==> src/rtl/banco_registradores.sv <==
//------------------------------------------------------------------------------
// Module: banco_registradores
//
// Purpose:
//   32 x 32-bit MIPS register file. It sits directly downstream of the
//   write-register address mux. It provides:
//     - two combinational read ports (rs and rt),
//     - one synchronous write port, addressed by the mux's endereco_escrita,
//     - a handshaked debug dump sequencer that streams every register, in
//       index order, to a monitor/display.
//   Register 0 is hardwired to zero. Writes to it are discarded, so a mux
//   select of 0 means "no write".
//
// Parameters:
//   LARGURA_DADOS     data width of each register
//   LARGURA_ENDERECO  address width; register count = 2**LARGURA_ENDERECO
//
// Ports:
//   clock             in   system clock, rising edge
//   reset             in   asynchronous, active-high reset
//   endereco_1        in   read address A (R[s])
//   endereco_2        in   read address B (R[t])
//   endereco_escrita  in   write address, from the write-register mux
//   dado_escrita      in   write data
//   escrita_reg       in   write enable, from the controller
//   dado_1            out  R[endereco_1], combinational
//   dado_2            out  R[endereco_2], combinational
//   dump_inicio       in   start-dump request, sampled on clock
//   dump_pronto       in   consumer ready
//   dump_valido       out  dump word valid
//   dump_endereco     out  index of the word being presented
//   dump_dado         out  value of the word being presented
//   dump_ocupado      out  high while a dump is in progress
//------------------------------------------------------------------------------
module banco_registradores #(
    parameter int LARGURA_DADOS    = 32,
    parameter int LARGURA_ENDERECO = 5
) (
    input  logic                        clock,
    input  logic                        reset,
    input  logic [LARGURA_ENDERECO-1:0] endereco_1,
    input  logic [LARGURA_ENDERECO-1:0] endereco_2,
    input  logic [LARGURA_ENDERECO-1:0] endereco_escrita,
    input  logic [LARGURA_DADOS-1:0]    dado_escrita,
    input  logic                        escrita_reg,
    output logic [LARGURA_DADOS-1:0]    dado_1,
    output logic [LARGURA_DADOS-1:0]    dado_2,
    input  logic                        dump_inicio,
    input  logic                        dump_pronto,
    output logic                        dump_valido,
    output logic [LARGURA_ENDERECO-1:0] dump_endereco,
    output logic [LARGURA_DADOS-1:0]    dump_dado,
    output logic                        dump_ocupado
);

    localparam int NUM_REGS = 2 ** LARGURA_ENDERECO;
    localparam logic [LARGURA_ENDERECO-1:0] ULTIMO_INDICE = '1;

    typedef enum logic {
        OCIOSO   = 1'b0,
        ENVIANDO = 1'b1
    } estado_t;

    logic [LARGURA_DADOS-1:0]    regs_q [NUM_REGS];
    logic                        escritaValida;

    estado_t                     estado_q, estado_d;
    logic [LARGURA_ENDERECO-1:0] idx_q, idx_d;
    logic [LARGURA_DADOS-1:0]    dumpDado_q, dumpDado_d;
    logic                        dumpValido_q, dumpValido_d;
    logic [LARGURA_ENDERECO-1:0] idxProximo;

    // A write to address 0 is the mux's "no write" encoding, so it is
    // filtered here rather than relying on the controller to drop the enable.
    assign escritaValida = escrita_reg && (endereco_escrita != '0);

    // Register array. Entry 0 is cleared on reset and is never written
    // afterwards, so it stays zero.
    always_ff @(posedge clock or posedge reset) begin
        if (reset) begin
            for (int i = 0; i < NUM_REGS; i++) begin
                regs_q[i] <= '0;
            end
        end else if (escritaValida) begin
            regs_q[endereco_escrita] <= dado_escrita;
        end
    end

    // Read ports are plain muxes over the registered array. There is no
    // write-to-read bypass: a read of the address being written this cycle
    // returns the old contents. Address 0 is forced to zero explicitly so
    // the read path never depends on entry 0's storage.
    always_comb begin
        dado_1 = '0;
        dado_2 = '0;
        if (endereco_1 != '0) begin
            dado_1 = regs_q[endereco_1];
        end
        if (endereco_2 != '0) begin
            dado_2 = regs_q[endereco_2];
        end
    end

    // Dump sequencer state. Everything here resets asynchronously, so a
    // reset in the middle of a dump drops valid/busy immediately.
    always_ff @(posedge clock or posedge reset) begin
        if (reset) begin
            estado_q     <= OCIOSO;
            idx_q        <= '0;
            dumpDado_q   <= '0;
            dumpValido_q <= 1'b0;
        end else begin
            estado_q     <= estado_d;
            idx_q        <= idx_d;
            dumpDado_q   <= dumpDado_d;
            dumpValido_q <= dumpValido_d;
        end
    end

    assign idxProximo = idx_q + {{(LARGURA_ENDERECO-1){1'b0}}, 1'b1};

    // Next-state logic for the dump. Each word is captured from regs_q when
    // it is loaded. regs_q still holds its pre-edge contents at that point,
    // so a write on the same edge as a load is not seen by that load. Later
    // writes to the word on display do not disturb dump_dado. Words not yet
    // loaded pick up any write made before their own load edge. A start
    // request while a dump is already running is ignored.
    always_comb begin
        estado_d     = estado_q;
        idx_d        = idx_q;
        dumpDado_d   = dumpDado_q;
        dumpValido_d = dumpValido_q;

        unique case (estado_q)
            OCIOSO: begin
                if (dump_inicio) begin
                    estado_d     = ENVIANDO;
                    idx_d        = '0;
                    dumpDado_d   = regs_q[0];
                    dumpValido_d = 1'b1;
                end
            end

            ENVIANDO: begin
                if (dump_pronto) begin
                    if (idx_q == ULTIMO_INDICE) begin
                        // Final word accepted: go idle and return the
                        // presentation registers to their reset values.
                        estado_d     = OCIOSO;
                        idx_d        = '0;
                        dumpDado_d   = '0;
                        dumpValido_d = 1'b0;
                    end else begin
                        idx_d      = idxProximo;
                        dumpDado_d = regs_q[idxProximo];
                    end
                end
            end

            default: begin
                estado_d     = OCIOSO;
                dumpValido_d = 1'b0;
            end
        endcase
    end

    assign dump_valido   = dumpValido_q;
    assign dump_endereco = idx_q;
    assign dump_dado     = dumpDado_q;
    assign dump_ocupado  = (estado_q == ENVIANDO);

endmodule

==> config.mk <==
export PLATFORM = sky130hd
export DESIGN_NAME = banco_registradores
export DESIGN_NICKNAME = d
export VERILOG_FILES = /design/src/rtl/banco_registradores.sv
export SDC_FILE = /design/constraint.sdc
export NUM_CORES = 2
export LEC_CHECK = 0
export ABC_AREA = 1
export CAP_MARGIN = 20
export CORE_MARGIN = 8
export CORE_UTILIZATION = 43
export CTS_CLUSTER_DIAMETER = 200
export DETAILED_ROUTE_END_ITERATION = 8
export GPL_TIMING_DRIVEN = 1
export MAX_ROUTING_LAYER = met4
export PLACE_DENSITY_LB_ADDON = 0.05
export SLEW_MARGIN = 20
export SYNTH_ARGS = -nofsm -noshare
export SYNTH_HDL_FRONTEND = slang
export SYNTH_SLANG_ARGS = --single-unit
==> constraint.sdc <==
create_clock -name clock -period 55.9 [get_ports clock]
set_input_delay 8.385 -clock clock [delete_from_list [all_inputs] [get_ports clock]]
set_output_delay 8.385 -clock clock [all_outputs]
set_load 0.005 [all_outputs]
Yosys cells after proc, flatten, opt, wreduce, memory -nomap -nowiden
Index checks and enable logic that the tools add are counted.
- add/subtract/negate cells: 1
- reduce and logical (&&, ||, !) cells: 7
- bitwise logic cells: 5
- order comparisons: 5
- eq/ne operators: 4
- multiplexer cells: 30
- operator list (kind ; count):
    1024-bit bitwise mux ; 1
    32-bit binary-select mux with 5-bit select ; 3
    32-bit 2-to-1 mux ; 12
    32-bit demux with 5-bit select ; 1
    32-bit one-hot mux with 2 select lines ; 1
    6-bit >= comparator (second input constant) ; 4
    5-bit NOT with 6-bit output ; 4
    5-bit 2-to-1 mux ; 3
    5-bit nonzero test ; 3
    5-bit one-hot mux with 2 select lines ; 1
    6-bit by 1-bit < comparator with 1-bit output (second input constant) ; 1
    1-bit 2-to-1 mux ; 6
    5-bit by 1-bit adder with 5-bit output (second input constant) ; 1
    5-bit == test (second input constant) ; 1
    2-bit inequality test (second input constant) ; 2
    1-bit one-hot mux with 2 select lines ; 2
    3-bit AND reduction ; 1
    1-bit logical AND ; 2
    2-bit by 1-bit inequality test with 1-bit output (second input constant) ; 1
    2-bit AND reduction ; 1
    1-bit NOT ; 1
- output and inout bits: 103
- input bits: 52
- logic and storage cells: 88
- register bits after elaboration: 1063

Depth between registers and ports, before layout
- depth after elaboration: 8
- gate-level depth with buffers: 12
- depth with buffers taken out: 9

Least setup slack after synthesis
OpenSTA, ideal clock, no wires.
- path kind: input port to output port
- start: input endereco_1[1]
- end: output dado_1[2]
- required time: 47.515 ns
- path slack: 37.843 ns
- path buffers: 3
- stages on the path: 10
- arrival time: 9.672 ns
- path through: buf_2 inv_1 clkbuf_1 clkbuf_1 o21ai_0 o211ai_1 nand3_1 nand2_1 nor2_1 nor2_1
- word-level cells in the longest chain between the ends: 5
- elaborated cells between the ends (all ways): 6
- classes of those cells: 4 x mux; 1 x bitwise; 1 x reduce/logical
- RTL lines (element ; line ; text):
    start: declaration ; 41 ; input logic [LARGURA_ENDERECO-1:0] endereco_1,
    5-bit NOT with 6-bit output (not written as such) ; 97 ; dado_1 = regs_q[endereco_1];
    32-bit binary-select mux with 5-bit select ; 97 ;
    32-bit 2-to-1 mux (not written as such) (2 in a row) ; 97 ;
    32-bit 2-to-1 mux (*) ; 96 ; if (endereco_1 != '0) begin
    end: declaration ; 46 ; output logic [LARGURA_DADOS-1:0] dado_1,
Every way passes the cells marked *; elsewhere a longest branch is shown, timed or not. The select of a mux whose other input is x is not followed.

Final worst setup path
- start: input endereco_1[0]
- end: output dado_1[29]
Same word-level chain as after synthesis.

==> summary by stage <==
Status
The run finished with clean final reports.

STA
The worst path uses around two fifths of the clock period. Setup repair after global routing left no endpoint under its margin. The slack of the critical path is roughly 34000 ps. The final clock skew is ~24 ps. The final critical path time including I/O delays and setup is 21720 ps. Derived from the worst setup path, the maximum achievable clock frequency is roughly 46 MHz. The max-slew violation count is 0. Setup violations remaining at the end of the flow were counted as 0. The sum of negative setup slack is 0 ps. Headroom to the max-slew limit came out at about 19%. The number of endpoints with negative hold slack in the final report is 0. The slew at the pin closest to its max-slew limit is 1210 ps.

Power and ir drop
In this run the static leakage power is 33.0 nW. Power spread over the standard cell area amounts to 44.5 nW/um2. VDD sags by at most 51.3 uV.

Clock tree
The clock-pin slew of the registers on the worst-case setup and hold paths is about 50 ps. The number of CTS-inserted buffers is 137. The cell sitting at the root of the clock tree is a sky130_fd_sc_hd__clkbuf_16. The CTS tree is done. The number of hold buffers added after CTS is 0. The maximum count of clock buffers along a single path is 3.

Counting every sink on the clock net gives 1063. The clock reaches the later pin of the worst-skew pair after 800 ps. CTS built an H-tree with a depth of 4. After clock tree synthesis, the setup repair step added 0 buffers. The number of cells upsized or downsized after cts is 0.

Placement
Buffers placed on the I/O ports in this run total about 150. The congestion estimate from routability-driven global placement came to around 0.9. The cell area reported after detailed placement is ~69000 um2. The pre-CTS worst setup slack is approximately 34000 ps. Summed over all nets, the half-perimeter wirelength after detailed placement is 188 mm.

After detailed placement, the design holds a cell count of 11660.

Critical path
The worst setup path is of the input port to output pin kind. Counting both buffers and inverters, the worst setup path holds a total of 5. The most numerous cell type found on the critical path is sky130_fd_sc_hd__nand2_1. Along the worst path, the maximum fanout reaches 180. The dominant delay contributor by cell family on the critical path is buffers and inverters. Traced cell by cell, the critical path runs through buf_8, inv_8, buf_12, buf_4, nand2_1, o211ai_1, nand3_1, nand2_1, nand2_1, nand2_1, o21ai_0, nor2_1, clkdlybuf4s50_1.

Data on the critical path arrives at its endpoint at about 13000 ps. STA classifies the critical path startpoint as an input port. The standard cell with the maximum stage delay on the critical path is sky130_fd_sc_hd__buf_4. At the worst endpoint, the required time is 47520 ps. The worst setup path is captured at an output pin. On the worst path, the slowest cell contributes a delay of 870 ps.

Drt
The count of unresolved DRC violations after routing is 0. In the final routed layout, each cell accounts on average for 28.9 um. Summing over every cut layer, the via total after detailed routing is 75252. The average vias per placed instance is 6.31. For this block, the initial DRC count from the detailed router was 12708. The number of nets with antenna violations after routing is 0. The post-detailed-routing wire length is 345 mm. The total iterations of the first detailed-routing run is 7.

Logic synthesis
The netlist uses 29 different library cells. Summed over its instances, the top area cell type makes up 39.7% of the synthesized netlist area. Each instance of the synthesized netlist takes up on average 6.54 um2.

The synthesized area is roughly 67000 um2. The post-synthesis sequential element count is 1063. The post-synth net total is 10302. After synthesis, the cell types taking the most area are sky130_fd_sc_hd__dfrtp_1 (40%), sky130_fd_sc_hd__nand2_1 (19%), sky130_fd_sc_hd__o21ai_0 (14%), sky130_fd_sc_hd__nand3_1 (8.8%), sky130_fd_sc_hd__nor2_1 (4.4%). The synthesized design spends more area on one cell type than any other, namely sky130_fd_sc_hd__dfrtp_1. The yosys synthesis warning count is 0. The post-synthesis instance total is 10248. The sequential-to-total area share from yosys stat is about two fifths.

Worst hold path
The min-delay analysis places its worst path in the category flop to flop.

Die
The total die area is approximately 170000 um2. The initial core utilization is 43.1%. The number of top-level design ports is ~160.

The area of the placeable core is 155000 um2. The width of the die is around 410 um. The die is between 400 and 500 um tall. The floorplan has 145 rows.

Flow run
Across the run, the number of max-cap violations was 0.

GRT
The initial antenna violation count is 27. The wire length of the first global-routing pass is 494 mm. Across every metal layer, demand over resource in global routing totals between 40% and 50%. The via count of the first global-routing pass is 68201. Entering global routing, the biggest net connects a little under 200 pins.

The remaining global-route overflow is 0.

Finish
The share of post-route cells with drive strength above 1 is under 10%. The count of fill cells added during filler insertion is 15856. The final instance count without filler cells is about 12000. The layout overhead on the synthesized area is 10.3%.

The total non-filler cell area in the finished layout is 73900 um2. The utilization after layout is 47.5%. The net count of the finished layout is 9796.
-- placed cells by master (no fill, tap or decap), drive strengths merged --
cell and instances:
nand2 3423, o21ai 1861, nand3 1175, dfrtp 1063, nor2 789, a21oi 287, inv 263, o211ai 231
clkbuf 197, buf 159, clkdlybuf4s50 144, o22ai 115, o221ai 42, clkinv 29, diode 19, nand4 17
bufinv 15, nor3 13, nand3b 10, a31oi 8, clkinvlp 4, xor2 2, ha 2, or2 1
o21a 1, nor4 1
-- cells in the mapped netlist (all sizes together) --
cell       n
a21oi    287
a31oi      8
buf      196
clkbuf   752
clkinv     2
dfrtp   1063
ha         2
inv      257
nand2   3423
nand3   1175
nand3b    10
nand4     17
nor2     789
nor3      13
nor4       1
o211ai   231
o21a       1
o21ai   1861
o221ai    42
o22ai    115
or2        1
xor2       2
-- final timing paths --
kind,from,end,slack (ps),cells after the start
worst max-delay path,endereco_1[0],dado_1[29],34180,13
worst min-delay path,regs_q[1019]$_DFFE_PP0P_,regs_q[1019]$_DFFE_PP0P_,430,0
worst max register to register,dump_endereco[0]$_DFFE_PP0P_,dump_dado[21]$_DFFE_PP0P_,50570,11
worst min register to register,regs_q[1019]$_DFFE_PP0P_,regs_q[1019]$_DFFE_PP0P_,430,0
max in group asynchronous,reset,regs_q[165]$_DFFE_PP0P_,44690,5
min in group asynchronous,reset,regs_q[251]$_DFFE_PP0P_,8110,2
-- through the flow --
step           total power, W  hold WS (ps)
2_1_floorplan         0.00181           466
3_3_place_gp          0.00228           405
3_5_place_dp          0.00229           412
4_1_cts               0.00325           424
5_1_grt               0.00344           442
6_report              0.00329           426
-- power by group --
group | switching [W] | total, W | internal, W
sequential | 0.000173 | 0.00110 | 0.000923
clock | 0.000381 | 0.000961 | 0.000579
combinational | 0.000853 | 0.00123 | 0.000376
-- cell type report --
| type | instances | area [um2] | share of cell area [%] |
|---|---|---|---|
| multi-input combinational | 7978 | 36000 | 48.7 |
| sequential | 1063 | 26600 | 36.0 |
| clock buffer | 197 | 4100 | 5.55 |
| timing repair buffer | 303 | 2840 | 3.84 |
| tap | 2058 | 2570 | 3.48 |
| inverter | 259 | 1030 | 1.40 |
| clock inverter | 52 | 691 | 0.934 |
| antenna | 19 | 47.5 | 0.0643 |
-- cell families (layout without fill, tap and decap cells) --
family / after synthesis / count (layout) / synth area share (%)
xor gates and xnor gates: 2 / 2 / 0.0262
and+or+nand+nor: 5429 / 5429 / 32.9
DFF: 1063 / 1063 / 39.7
AOI/OAI and AO/OA: 2545 / 2545 / 20.3
buffers and inverters: 1207 / 811 / 7.02
adders and majority gates: 2 / 2 / 0.0374
other: 0 / 19 / 0
-- flip-flops by register name (all words and copies together), names as in the netlist --
signal and cells:
dump_dado 32, dump_valido 1, dump_ocupado 1, regs_q 1024, dump_endereco 5
-- per-layer routing --
| metal | track usage [%] | part of all wire (%) | vias to the layer above |
|---|---|---|---|
| met5 | - | 0 | - |
| met4 | 22.3 | 6.4 | 0 |
| met3 | 10.7 | 13 | 1089 |
| met2 | 57.6 | 42 | 5533 |
| met1 | 52.5 | 39 | 35588 |
| li1 | - | - | 33042 |
Power figures use the tool's default switching activity.
